`src/rtl/doubleadd_pkg.sv`:
```
// ----------------------------------------------------------------------------
// doubleadd_pkg
//   Shared definitions for the double-adder datapath.
//   - TAG                    : width of the opaque destination tag
//   - DOUBLEADD_ISSUE_DEPTH  : default issue-queue depth (power of two, >= 2)
//   - doubleadd_issue_entry  : one queued operand packet
// ----------------------------------------------------------------------------
package doubleadd_pkg;

    localparam int TAG                   = 8;
    localparam int DOUBLEADD_ISSUE_DEPTH = 4;

    typedef struct packed {
        logic [63:0]    a;
        logic [63:0]    b;
        logic [TAG-1:0] tag;
        logic [63:0]    mult_operand;
    } doubleadd_issue_entry;

endpackage : doubleadd_pkg

```
`src/rtl/doubleadd_issue_queue.sv`:
```
// ----------------------------------------------------------------------------
// doubleadd_issue_queue
//   Operand issue queue in front of the double-adder unpack stage. Buffers
//   (a, b, tag, mult_operand) packets from the PE datapath in a circular
//   buffer and presents the head packet with a valid bit, holding it steady
//   while the adder's normalise stages stall. Producers see valid/ready.
//
//   Optional feature (macro DOUBLEADD_ISSUE_BYPASS_EN):
//     defined   - an empty, unstalled, unsquashed queue forwards in_* straight
//                 to out_* in the same cycle without storing the packet.
//     undefined - no bypass; enqueue-to-out_valid latency is always >= 1.
//
// Ports
//   clock             in   1      rising-edge clock
//   reset             in   1      synchronous, active-high
//   in_valid          in   1      producer has a packet
//   in_ready          out  1      queue accepts this cycle (not full)
//   in_a / in_b       in   64     IEEE-754 double operands
//   in_tag            in   TAG    opaque destination tag
//   in_mult_operand   in   64     passenger operand, forwarded untouched
//   squash            in   1      discard every queued packet
//   adder_stall       in   1      OR of normalise1/normalise2 stall_out
//   out_valid         out  1      head packet valid (to unpack.valid)
//   out_a / out_b     out  64     head operands, zero when not valid
//   out_tag           out  TAG    head tag, zero when not valid
//   out_mult_operand  out  64     head passenger, zero when not valid
//   occupancy         out  CNT_W  entries held, 0..DEPTH
// ----------------------------------------------------------------------------
module doubleadd_issue_queue
    import doubleadd_pkg::*;
#(
    parameter  int DEPTH = DOUBLEADD_ISSUE_DEPTH,
    localparam int CNT_W = $clog2(DEPTH) + 1
) (
    input  logic             clock,
    input  logic             reset,
    input  logic             in_valid,
    output logic             in_ready,
    input  logic [63:0]      in_a,
    input  logic [63:0]      in_b,
    input  logic [TAG-1:0]   in_tag,
    input  logic [63:0]      in_mult_operand,
    input  logic             squash,
    input  logic             adder_stall,
    output logic             out_valid,
    output logic [63:0]      out_a,
    output logic [63:0]      out_b,
    output logic [TAG-1:0]   out_tag,
    output logic [63:0]      out_mult_operand,
    output logic [CNT_W-1:0] occupancy
);

    localparam int               PTR_W    = $clog2(DEPTH);
    localparam logic [CNT_W-1:0] FULL_CNT = CNT_W'(DEPTH);

    doubleadd_issue_entry mem [DEPTH];
    doubleadd_issue_entry head_entry;

    logic [PTR_W-1:0] head_ptr;
    logic [PTR_W-1:0] tail_ptr;
    logic [CNT_W-1:0] count;
    logic             not_empty;
    logic             bypass;
    logic             enq;
    logic             deq;

    assign not_empty = (count != '0);
    // Full is judged on the registered count only; a same-cycle pop does not
    // open a slot, which keeps in_ready off the adder_stall timing path.
    assign in_ready  = (count != FULL_CNT);
    assign occupancy = count;

`ifdef DOUBLEADD_ISSUE_BYPASS_EN
    assign bypass = ~not_empty & in_valid & ~adder_stall & ~squash;
`else
    assign bypass = 1'b0;
`endif

    // A bypassed packet goes straight to the adder and is never written.
    assign enq = in_valid & in_ready & ~squash & ~bypass;
    // Only stored packets are popped; a bypassed one never touched storage.
    assign deq = not_empty & ~adder_stall;

    // Pointer and occupancy state. Reset outranks squash.
    // NOTE: sequential state uses non-blocking assignments so every register
    // samples the pre-edge values regardless of statement order.
    always_ff @(posedge clock) begin
        if (reset) begin
            head_ptr <= '0;
            tail_ptr <= '0;
            count    <= '0;
        end else if (squash) begin
            // The squash cycle drops the incoming packet and counts no pop.
            head_ptr <= '0;
            tail_ptr <= '0;
            count    <= '0;
        end else begin
            if (enq) tail_ptr <= tail_ptr + 1'b1;
            if (deq) head_ptr <= head_ptr + 1'b1;
            case ({enq, deq})
                2'b10:   count <= count + 1'b1;
                2'b01:   count <= count - 1'b1;
                default: count <= count;
            endcase
        end
    end

    // Packet storage. Pointers wrap naturally because DEPTH is a power of two.
    // NOTE: the storage array is deliberately not reset; occupancy alone says
    // which entries are live, and leaving it out keeps the array a plain RAM.
    always_ff @(posedge clock) begin
        if (enq) begin
            mem[tail_ptr] <= '{a:            in_a,
                               b:            in_b,
                               tag:          in_tag,
                               mult_operand: in_mult_operand};
        end
    end

    assign head_entry = mem[head_ptr];

    // Output mux: head entry, bypassed input, or the all-zero bubble that
    // unpack itself produces when idle.
    // NOTE: every output gets a default before the branches so no path leaves
    // a signal unassigned, which would otherwise infer a latch.
    always_comb begin
        out_valid        = 1'b0;
        out_a            = '0;
        out_b            = '0;
        out_tag          = '0;
        out_mult_operand = '0;
        if (not_empty) begin
            out_valid        = 1'b1;
            out_a            = head_entry.a;
            out_b            = head_entry.b;
            out_tag          = head_entry.tag;
            out_mult_operand = head_entry.mult_operand;
        end else if (bypass) begin
            out_valid        = 1'b1;
            out_a            = in_a;
            out_b            = in_b;
            out_tag          = in_tag;
            out_mult_operand = in_mult_operand;
        end
    end

endmodule : doubleadd_issue_queue

```
`config.mk`:
```
export PLATFORM = sky130hd
export DESIGN_NAME = doubleadd_issue_queue
export DESIGN_NICKNAME = d
export VERILOG_FILES = /design/src/rtl/doubleadd_pkg.sv /design/src/rtl/doubleadd_issue_queue.sv
export SDC_FILE = /design/constraint.sdc
export NUM_CORES = 1
export LEC_CHECK = 0
export CAP_MARGIN = 20
export CORE_MARGIN = 2
export CORE_UTILIZATION = 45
export DETAILED_ROUTE_END_ITERATION = 8
export PLACE_DENSITY_LB_ADDON = 0.15
export SLEW_MARGIN = 20
export SYNTH_ARGS = -nofsm -noshare
export SYNTH_HDL_FRONTEND = slang
export SYNTH_SLANG_ARGS = --single-unit
```
`constraint.sdc`:
```
create_clock -name clock -period 9.1 [get_ports clock]
set_input_delay 0.91 -clock clock [delete_from_list [all_inputs] [get_ports clock]]
set_output_delay 0.91 -clock clock [all_outputs]
set_load 0.1 [all_outputs]
```
== Word level (Yosys, flattened, before mapping) ==
Memories as Yosys holds them, arrays and structs flattened. A register that Yosys moved wholly into a read port is not among the register bits.
Cells that the tools add are included.

* Flip-flop bits (word level): 7
* Latch bits: 0
* Bits in writable memories: 800
* Memory bits (read-only): 0
* Word-level logic and storage cells: 29
* Memories: 1

* Add/sub/neg operators: 4
* $mul: 0
* Div/mod/pow operators: 0
* $lt $le $gt $ge: 0
* Eq/ne operators: 3
* Shift operators: 0
* Multiplexer cells: 10
* Bitwise logic cells: 5
* Reduce and logical (&&, ||, !) cells: 3

{| class="wikitable"
|+ Memory list
! name !! depth !! width !! rd ports !! clocked after Yosys merged registers in !! write ports !! line !! text
|-
| mem || 4 || 200 || 1 || 1 || 1 || doubleadd_issue_queue.sv:56 || <nowiki>doubleadd_issue_entry mem [DEPTH];</nowiki>
|}

{| class="wikitable"
|+ Operator list
! operator !! count
|-
| $mux 64 || 3
|-
| $mux 8 || 1
|-
| $pmux 3 s2 || 1
|-
| $add 2x1->2 const B || 2
|-
| $mux 2 || 2
|-
| $add 3x1->3 const B || 1
|-
| $and 1x1->1 || 3
|-
| $mux 1 || 3
|-
| $ne 3x3->1 const B || 1
|-
| $reduce_bool 3->1 || 1
|-
| $sub 3x1->3 const B || 1
|-
| $eq 2x1->1 const B || 1
|-
| $eq 2x2->1 const B || 1
|-
| $not 1->1 || 2
|-
| $reduce_bool 2->1 || 1
|-
| $reduce_or 2->1 || 1
|}

== Logic depth before layout (Yosys ltp) ==
Gate-level depths: netlist of run 1.

* Word-level depth: 5
* Depth in mapped cells: 10

== Least setup slack after synthesis of run 1 ==
OpenSTA, ideal clock, no wires.

* Path kind: reg2reg
* Start point: reg count[0], in the netlist occupancy[0]
* End point: mem mem[0][0] in the netlist's numbering, enable pin
* Library setup time: 0.587 ns
* Arrival time: 6.413 ns
* Data required time: 8.513 ns
* Slack: 2.100 ns
* Cell stages (with the launch flop): 4
* Clock period less this slack: 7.000 ns
* Cells stage by stage: dfxtp_1 > or3b_1 > buf_2 > and3_1

* Cells in the longest elaborated chain, start to end: 5

{| class="wikitable"
|+ Ends and longest elaborated chain
! item !! line !! text
|-
| start, declared || doubleadd_issue_queue.sv:61 || <nowiki>logic [CNT_W-1:0] count;</nowiki>
|-
| start signal, assigned || doubleadd_issue_queue.sv:101 || <nowiki>2'b10: count <= count + 1'b1;</nowiki>
|-
| start signal, assigned || doubleadd_issue_queue.sv:102 || <nowiki>2'b01: count <= count - 1'b1;</nowiki>
|-
| start signal, assigned || doubleadd_issue_queue.sv:103 || <nowiki>default: count <= count;</nowiki>
|-
| $ne 3x3->1 || doubleadd_issue_queue.sv:70 || <nowiki>assign in_ready = (count != FULL_CNT);</nowiki>
|-
| named net in_ready || doubleadd_issue_queue.sv:38 || <nowiki>output logic in_ready,</nowiki>
|-
| $and 1x1->1 (2 in a row) || doubleadd_issue_queue.sv:80 || <nowiki>assign enq = in_valid & in_ready & ~squash & ~bypass;</nowiki>
|-
| $mux 1 || doubleadd_issue_queue.sv:112 || <nowiki>if (enq) begin</nowiki>
|-
| $mux 1 (implied by the code) || doubleadd_issue_queue.sv:113 || <nowiki>mem[tail_ptr] <= '{a: in_a,</nowiki>
|-
| end, declared || doubleadd_issue_queue.sv:56 ||
|}

The timed path passes the listed nets, and every way through them passes these cells.

==> results.sh, run 1 <==
export IMPL_wl_per_cell_um=23.72
export IMPL_maxCapViolations=0
export IMPL_filler_cell_count=4953
export IMPL_post_cts_buffers=0
export IMPL_vias_per_cell=5.327
export IMPL_critPathMaxFanout=54
export IMPL_firstDrtPassIters=5
export IMPL_worstMarginPinSlew_ns=1.129
export IMPL_finalPower_mw=8.151
export IMPL_cts_resized=0
export IMPL_io_pins=410
export IMPL_crit_path_frequent_cell="buf_4"
export IMPL_port_buffers=409
export IMPL_max_clock_path_buffers=3
export IMPL_hold_buffers=0
export IMPL_synth_mux_area_share_pct=14.67
export IMPL_max_freq_mhz=180.9
export IMPL_hold_viol=0
export IMPL_critical_path_class="reg -> out"
export IMPL_clkTransAtPathRegs_ns=0.06
export IMPL_status="completed"
export IMPL_grt_max_degree=117
export IMPL_antenna_found_initial=11
export IMPL_combPwrFrac_pct=7.7
export IMPL_synth_cell_types=26
export IMPL_synth_xor_area_share_pct=0.05705
export IMPL_core_area_um2=67400
export IMPL_dp_hpwl_um=36430
export IMPL_p_int_mw=6.338
export IMPL_period_needed_ns=5.528
export IMPL_synth_top_family_by_area="multiplexers"
export IMPL_synthCells=1323
export IMPL_async_flop_share_pct=0
export IMPL_regArea_um2=24210
export IMPL_synth_main_ff_cell="edfxtp_1"
export IMPL_post_synth_top_count_cell="edfxtp_1"
export IMPL_critPathCaptureType="primary output"
export IMPL_slew_violations=0
export IMPL_grt_pass1_wl_um=96050
export IMPL_area_delta_synth_final_pct=25.01
export IMPL_clock_sinks=809
export IMPL_dieArea_um2=70340
export IMPL_ir_worst_vdd_mv=0.1949
export IMPL_avgSynthCellArea_um2=23.21
export IMPL_hp_class="reg -> reg"
export IMPL_critical_path_buf_inv_count=3
export IMPL_htree_levels=3
export IMPL_grt_use_total_pct=18.37
export IMPL_nNetsFinal=1979
export IMPL_grt_pass1_vias=15370
export IMPL_fin_skew_ns=0.01441
export IMPL_setup_viol=0
export IMPL_rsz0062_at_grt="false"
export IMPL_postRouteAntennaNets=0
export IMPL_cp_start_kind="flop"
export IMPL_synth_edff_count=800
export IMPL_synth_compound_area_share_pct=0.1956
export IMPL_cts_root_buf="clkbuf_16"
export IMPL_clock_power_share_pct=41.2
export IMPL_synth_area_um2=30700
export IMPL_p_seq_share_pct=51.1
export IMPL_gp_congestion=0.7324
export IMPL_fin_setup_tns_ns=0
export IMPL_synth_simple_area_share_pct=4.458
export IMPL_initial_core_util_pct=45.56
export IMPL_num_rows=95
export IMPL_leakage_nw=11.98
export IMPL_fin_crit_sh_pct=60.75
export IMPL_clock_latency_ns=0.63
export IMPL_multiInputGateArea_um2=6053
export IMPL_cpPeakStageDelay_ns=1.20
export IMPL_yosys_warnings=0
export IMPL_die_w_um=265.2
export IMPL_vias=14450
export IMPL_cp_cell_sequence="buf_4 > buf_4 > mux4_2 > and2_1 > clkdlybuf4s50_1"
export IMPL_powerDensity_nw_per_um2=212.4
export IMPL_yosys_top_cells_area="edfxtp_1, mux4_2, and2_1, buf_6, dfxtp_1"
export IMPL_overflow=0
export IMPL_swShare_pct=22.25
export IMPL_die_height_um=265.2
export IMPL_critPathArrivalTime_ns=4.62
export IMPL_synth_seq_cells=809
export IMPL_routed_wl_um=64330
export IMPL_yosysTopAreaCell="edfxtp_1"
export IMPL_synth_common_cells="edfxtp_1, and2_1, mux4_2"
export IMPL_fin_cells=2712
export IMPL_cp_required_ns=8.19
export IMPL_placed_cells=2554
export IMPL_drc=0
export IMPL_relSlewSlack_pct=24.51
export IMPL_yosysSeqAreaShare_pct=78.83
export IMPL_synth_nets=1534
export IMPL_cts_buffers=84
export IMPL_drive_gt1_share_pct=18.68
export IMPL_path_delay_family="buffers and inverters"
export IMPL_cts_tree="built"
export IMPL_slowest_stage="clkdlybuf4s50_1"
export IMPL_yosys_area_top_type_share_pct=78.24
export IMPL_drt_iter0_drc=968
export IMPL_p_sw_mw=1.813
export IMPL_synthAdderAreaFrac_pct=0.2689
==> final cells by class <==
type | instances | area share, %
Antenna cell | 3 | 0.01956
Clock inverter | 50 | 1.209
Clock buffer | 104 | 5.838
Inverter | 7 | 0.07497
Sequential cell | 809 | 63.07
Timing Repair Buffer | 427 | 11.17
Multi-Input combinational cell | 439 | 15.77
Tap cell | 873 | 2.846
==> layer usage <==
layer  routed length [µm]  global-route usage [%]  up-vias
li1                     -                       -     6329
met3                 5063                   6.277      122
met2                31050                   29.27      416
met1                26500                   24.20     7563
met5                  116                       0        -
met4                 1597                   5.253       16
==> final timing paths <==
path | slack, ns | cells past startpoint | to | startpoint
max reg2reg | 6.15 | 3 | mem[2][166]$_DFFE_PP_ | occupancy[0]$_SDFFE_PP0P_
min reg2reg | 0.51 | 2 | flop | head_ptr[1]$_SDFFE_PP0P_
min | 0.51 | 2 | flop | head_ptr[1]$_SDFFE_PP0P_
max | 3.57 | 5 | out_b[7] | flop
==> registers in the layout, summed over array words and instances, names as in the netlist, named ones only <==
name and count:
head_ptr 2, mem 800, occupancy 3, tail_ptr 2
==> per-stage QoR <==
step | setup slack (ns) | utilization (%) | hold WS (ns) | instance area, µm²
2_1_floorplan | 2.100 | - | 0.4591 | 30700
3_3_place_gp | 4.081 | 52.89 | 0.4682 | 35640
3_5_place_dp | 4.116 | 52.89 | 0.5028 | 35640
4_1_cts | 3.423 | 56.90 | 0.5116 | 38350
5_1_grt | 3.345 | 56.95 | 0.5474 | 38380
6_report | 3.572 | 56.95 | 0.5136 | 38380
==> cell families after synthesis <==
group,Yosys count
DFF,809
and+or+nand+nor,220
muxes,200
buffers and inverters,75
AOI/OAI and AO/OA,11
adders and majority gates,6
xor gates and xnor gates,2
==> placed cells by master (no fill, tap or decap) <==
master	instances
edfxtp_1	800
clkdlybuf4s50_1	409
and2_1	201
mux4_2	200
clkbuf_16	87
clkinv_1	21
clkbuf_1	17
clkinv_2	15
buf_4	14
bufinv_16	8
dfxtp_1	7
inv_1	6
a21oi_1	6
nor2_1	5
ha_1	5
and3_4	4
diode_2	3
o21ai_0	3
or3_1	3
buf_12	3
xor2_1	2
dfxtp_4	2
inv_6	2
clkinv_8	2
nor3_2	1
inv_4	1
or3b_1	1
nor2b_1	1
or2_2	1
a21o_1	1
nand3_1	1
nand2b_1	1
nand4_1	1
o31ai_1	1
fa_1	1
inv_8	1
clkinv_4	1
buf_16	1
==> tightest hold or removal path, delay by kind of cell, from the launching register on <==
kind | cells | cell delay, ns
flops | 1 | 0.31
compound gates | 2 | 0.15
==> power groups by stage <==
stage | clock network (mW) | logic [mW] | registers (mW)
2_1_floorplan | 0 | 0.389 | 4.25
3_3_place_gp | 0 | 0.625 | 4.24
3_5_place_dp | 0 | 0.631 | 4.25
4_1_cts | 3.45 | 0.633 | 4.17
5_1_grt | 3.58 | 0.655 | 4.17
6_report | 3.36 | 0.625 | 4.17
No activity file was read; power rests on OpenSTA's default activity.
==> inputs of run 2 (changes only) <==
==> constraint.sdc (replaced) <==
create_clock -name clock -period 5.1 [get_ports clock]
set_input_delay 0.51 -clock clock [delete_from_list [all_inputs] [get_ports clock]]
set_output_delay 0.51 -clock clock [all_outputs]
set_load 0.1 [all_outputs]
==> results.sh, run 2 (synthesis results as in run 1) <==
export IMPL_dp_hpwl_um=40190
export IMPL_routed_wl_um=66240
export IMPL_worstReg2RegEnd="occupancy[2]$_SDFFE_PP0P_"
export IMPL_final_cell_mix="edfxtp_1, clkdlybuf4s50_1, and2_1, mux4_2, clkbuf_16"
export IMPL_io_pins=410
export IMPL_area_delta_synth_final_pct=26.14
export IMPL_cp_required_ns=4.59
export IMPL_powerDensity_nw_per_um2=377.1
export IMPL_port_buffers=409
export IMPL_maxUsedRoutingLayer="met5"
export IMPL_cts_tree="built"
export IMPL_p_int_mw=11.38
export IMPL_antenna_found_initial=20
export IMPL_drive_gt1_share_pct=20.83
export IMPL_critPathCaptureType="primary output"
export IMPL_core_area_um2=67400
export IMPL_leakage_nw=12.19
export IMPL_rsz0062_at_grt="false"
export IMPL_max_freq_mhz=243.4
export IMPL_grt_pass1_vias=15320
export IMPL_m1WireLength_um=26920
export IMPL_clock_power_share_pct=41.4
export IMPL_swShare_pct=22.10
export IMPL_p_sw_mw=3.228
export IMPL_holdPathStages=2
export IMPL_maxCapViolations=0
export IMPL_wl_per_cell_um=24.24
export IMPL_reg2reg_depth=9
export IMPL_vias_per_cell=5.370
export IMPL_cts_root_buf="clkbuf_16"
export IMPL_combPwrFrac_pct=7.7
export IMPL_hold_viol=0
export IMPL_max_clock_path_buffers=3
export IMPL_htree_levels=3
export IMPL_fin_crit_sh_pct=80.55
export IMPL_regMostFlops="mem"
export IMPL_cp_start_kind="flop"
export IMPL_r2r_start="occupancy[2]$_SDFFE_PP0P_"
export IMPL_initial_core_util_pct=45.56
export IMPL_grt_use_total_pct=18.85
export IMPL_wl_met3_um=5554
export IMPL_drt_iter0_drc=997
export IMPL_r2r_slack_ns=2.59
export IMPL_num_rows=95
export IMPL_overflow=0
export IMPL_clkTransAtPathRegs_ns=0.06
export IMPL_largest_reg_flops=800
export IMPL_nNetsFinal=2000
export IMPL_die_w_um=265.2
export IMPL_postRouteAntennaNets=0
export IMPL_cts_buffers=85
export IMPL_critical_path_class="reg -> out"
export IMPL_worstMarginPinSlew_ns=1.142
export IMPL_firstDrtPassIters=4
export IMPL_fin_skew_ns=0.01887
export IMPL_vias=14680
export IMPL_gp_congestion=0.7259
export IMPL_fin_setup_tns_ns=0
export IMPL_clock_sinks=809
export IMPL_hp_start="head_ptr[1]$_SDFFE_PP0P_"
export IMPL_final_common_cell="edfxtp_1"
export IMPL_critPathMaxFanout=43
export IMPL_hp_class="reg -> reg"
export IMPL_period_needed_ns=4.108
export IMPL_dieArea_um2=70340
export IMPL_cts_resized=0
export IMPL_critPathArrivalTime_ns=3.60
export IMPL_clock_latency_ns=0.62
export IMPL_hold_buffers=0
export IMPL_route_met2_wl_um=32160
export IMPL_status="completed"
export IMPL_ir_worst_vdd_mv=0.2875
export IMPL_slew_violations=0
export IMPL_die_height_um=265.2
export IMPL_p_seq_share_pct=50.9
export IMPL_relSlewSlack_pct=23.61
export IMPL_finalPower_mw=14.61
export IMPL_drc=0
export IMPL_grt_pass1_wl_um=98170
export IMPL_post_cts_buffers=0
export IMPL_grt_max_degree=73
export IMPL_setup_viol=0
[run 2: changes by cell type in the layout (fill, tap and decap cells not counted), sizes merged]
cell           change
buf               +43
bufinv             +2
clkbuf             +3
clkdlybuf4s50     -23
clkinv            -11
diode              +4
inv                +3
[run 2: how the worst max path moves through the flow]
stage                              start                    to  slack [ns]  cells after the start
2_1_floorplan  occupancy[0]$_SDFFE_PP0P_   mem[0][0]$_DFFE_PP_        0.40                      3
3_3_place_gp                        flop  out_mult_operand[49]        1.53                      4
3_5_place_dp                        flop             out_b[22]        1.54                      4
4_1_cts                             flop             out_b[22]        0.84                      4
5_1_grt                             flop  out_mult_operand[18]        0.79                      4
6_report                            flop  out_mult_operand[49]        0.99                      4
[run 2: critical path: stages, from the launching register on]
cell and delay [ns]:
dfxtp_4 0.78, buf_12 0.39, mux4_2 0.55, and2_1 0.18, clkdlybuf4s50_1 1.00
[run 2: layout make-up]
type | count | area, µm²
fill | 4919 | 28670
inverter | 7 | 28.78
antenna | 7 | 17.52
clock inverter | 44 | 521.8
tap | 873 | 1092
multi-input combinational | 439 | 6053
clock buffer | 107 | 2210
timing repair buffer | 447 | 4597
sequential | 809 | 24210
[run 2: power by group through the flow]
stage          sequential [mW]  clock (mW)  combinational (mW)
5_1_grt                   7.44        6.44                1.18
3_5_place_dp              7.57           0                1.14
3_3_place_gp              7.57           0                1.13
4_1_cts                   7.43        6.19                1.14
6_report                  7.43        6.04                1.13
2_1_floorplan             7.58           0               0.694
[run 2: metrics by stage]
stage	setup slack [ns]	area [µm²]	std cells	utilization, %	hold WS (ns)
detailed placement	1.542	35980	2575	53.39	0.4850
CTS	0.8436	38710	2726	57.44	0.4706
global route	0.7882	38720	2729	57.45	0.5002
finish	0.9921	38730	2733	57.47	0.5010
floorplan	0.3976	30710	1323	-	0.4591
global placement	1.527	35980	2575	53.39	0.4626
[run 2: metal layers]
metal | vias to the layer above | track usage (%)
met5 | - | 0
met4 | 24 | 5.894
met3 | 110 | 6.693
met2 | 404 | 30.13
met1 | 7743 | 24.36
li1 | 6394 | -
==> inputs of run 3 (changes only) <==
==> constraint.sdc (replaced) <==
create_clock -name clock -period 4.1 [get_ports clock]
set_input_delay 0.41 -clock clock [delete_from_list [all_inputs] [get_ports clock]]
set_output_delay 0.41 -clock clock [all_outputs]
set_load 0.1 [all_outputs]
==> results.sh, run 3 (synthesis results as in run 1) <==
export IMPL_status="completed"
export IMPL_final_common_cell="edfxtp_1"
export IMPL_finalPower_mw=17.82
export IMPL_cts_root_buf="clkbuf_16"
export IMPL_period_needed_ns=3.283
export IMPL_gp_congestion=0.7243
export IMPL_maxCapViolations=0
export IMPL_critPathMaxFanout=40
export IMPL_fin_setup_tns_ns=0
export IMPL_routed_wl_um=65560
export IMPL_drc=0
export IMPL_largest_reg_flops=800
export IMPL_setup_viol=0
export IMPL_post_cts_buffers=0
export IMPL_worstMarginPinSlew_ns=0.9853
export IMPL_cts_resized=0
export IMPL_drt_iter0_drc=1044
export IMPL_final_cell_mix="edfxtp_1, buf_4, clkdlybuf4s50_1, and2_1, mux4_2"
export IMPL_initial_core_util_pct=45.56
export IMPL_core_area_um2=67400
export IMPL_die_height_um=265.2
export IMPL_wl_per_cell_um=23.90
export IMPL_powerDensity_nw_per_um2=465.6
export IMPL_grt_pass1_wl_um=97070
export IMPL_area_delta_synth_final_pct=24.67
export IMPL_filler_cell_count=5018
export IMPL_cts_buffers=84
export IMPL_cp_start_kind="flop"
export IMPL_fin_cells=2743
export IMPL_placed_area_um2=35650
export IMPL_htree_levels=3
export IMPL_max_clock_path_buffers=3
export IMPL_critical_path_class="reg -> out"
export IMPL_drive_gt1_share_pct=30.85
export IMPL_multiInputGateArea_um2=6053
export IMPL_stdcell_area_um2=38280
export IMPL_holdWs_ns=0.4245
export IMPL_num_rows=95
export IMPL_io_pins=410
export IMPL_placed_cells=2584
export IMPL_max_freq_mhz=304.6
export IMPL_fin_skew_ns=0.01348
export IMPL_grt_pass1_vias=15320
export IMPL_critPathCaptureType="primary output"
export IMPL_cp_required_ns=3.69
export IMPL_firstDrtPassIters=5
export IMPL_fin_crit_sh_pct=80.07
export IMPL_regMostFlops="mem"
export IMPL_regArea_um2=24210
export IMPL_hold_viol=0
export IMPL_ir_worst_vdd_mv=0.4011
export IMPL_hold_buffers=0
export IMPL_postRouteAntennaNets=0
export IMPL_die_w_um=265.2
export IMPL_slew_violations=0
export IMPL_grt_max_degree=117
export IMPL_vias_per_cell=5.301
export IMPL_cts_tree="built"
export IMPL_port_buffers=409
export IMPL_vias=14540
export IMPL_clock_latency_ns=0.61
export IMPL_relSlewSlack_pct=34.11
export IMPL_clkTransAtPathRegs_ns=0.06
export IMPL_rsz0062_at_grt="false"
export IMPL_leakage_nw=12.56
export IMPL_dieArea_um2=70340
export IMPL_dp_hpwl_um=40030
export IMPL_clock_sinks=809
export IMPL_overflow=0
export IMPL_antenna_found_initial=12
export IMPL_nNetsFinal=2008
export IMPL_critPathArrivalTime_ns=2.87
export IMPL_grt_use_total_pct=18.59
export IMPL_hp_class="in -> reg"
## run 3: path summary, 6_finish.rpt
check                            startpoint                         to  slack, ns  cells past startpoint
setup reg to reg  occupancy[2]$_SDFFE_PP0P_  occupancy[2]$_SDFFE_PP0P_       1.60                      9
setup / recovery                       flop        out_mult_operand[0]       0.82                      4
hold / removal                     in_b[63]      mem[3][135]$_DFFE_PP_       0.42                      1
hold reg to reg    head_ptr[1]$_SDFFE_PP0P_                       flop       0.51                      2
## run 3: power breakdown
| part | internal, mW | total (mW) | switching, mW |
|---|---|---|---|
| sequential | 9.22 | 9.25 | 0.0282 |
| clock | 4.15 | 7.19 | 3.04 |
| combinational | 0.446 | 1.38 | 0.936 |
| total | 13.8 | 17.8 | 4.01 |
## run 3: routing by layer
layer / global-route usage (%) / share of wire [%]
met1: 24.22 / 41
met2: 30.04 / 49
met3: 6.360 / 8.4
met4: 5.085 / 1.8
met5: 0 / 0.15
## run 3: critical path: stages (launching register included)
cell and delay [ns]:
dfxtp_4 0.79, buf_12 0.39, mux4_2 0.59, and2_1 0.18, buf_4 0.23
## run 3: area by class of cell
type / instances / area share (%)
inverters: 7 / 0.07518
repair buffers: 456 / 11.15
clock inverters: 48 / 0.9414
clock buffers: 108 / 5.893
flip-flops and latches: 809 / 63.25
well taps: 873 / 2.854
multi-input cells: 439 / 15.81
diodes: 3 / 0.01961
## run 3: stage by stage
| step | util, % | setup slack [ns] |
|---|---|---|
| final | 56.80 | 0.8171 |
| after global routing | 56.78 | 0.6048 |
| after CTS | 56.78 | 0.6865 |
| after detailed placement | 52.90 | 1.239 |
| after global placement | 52.90 | 1.238 |
| after floorplan | - | -0.6024 |
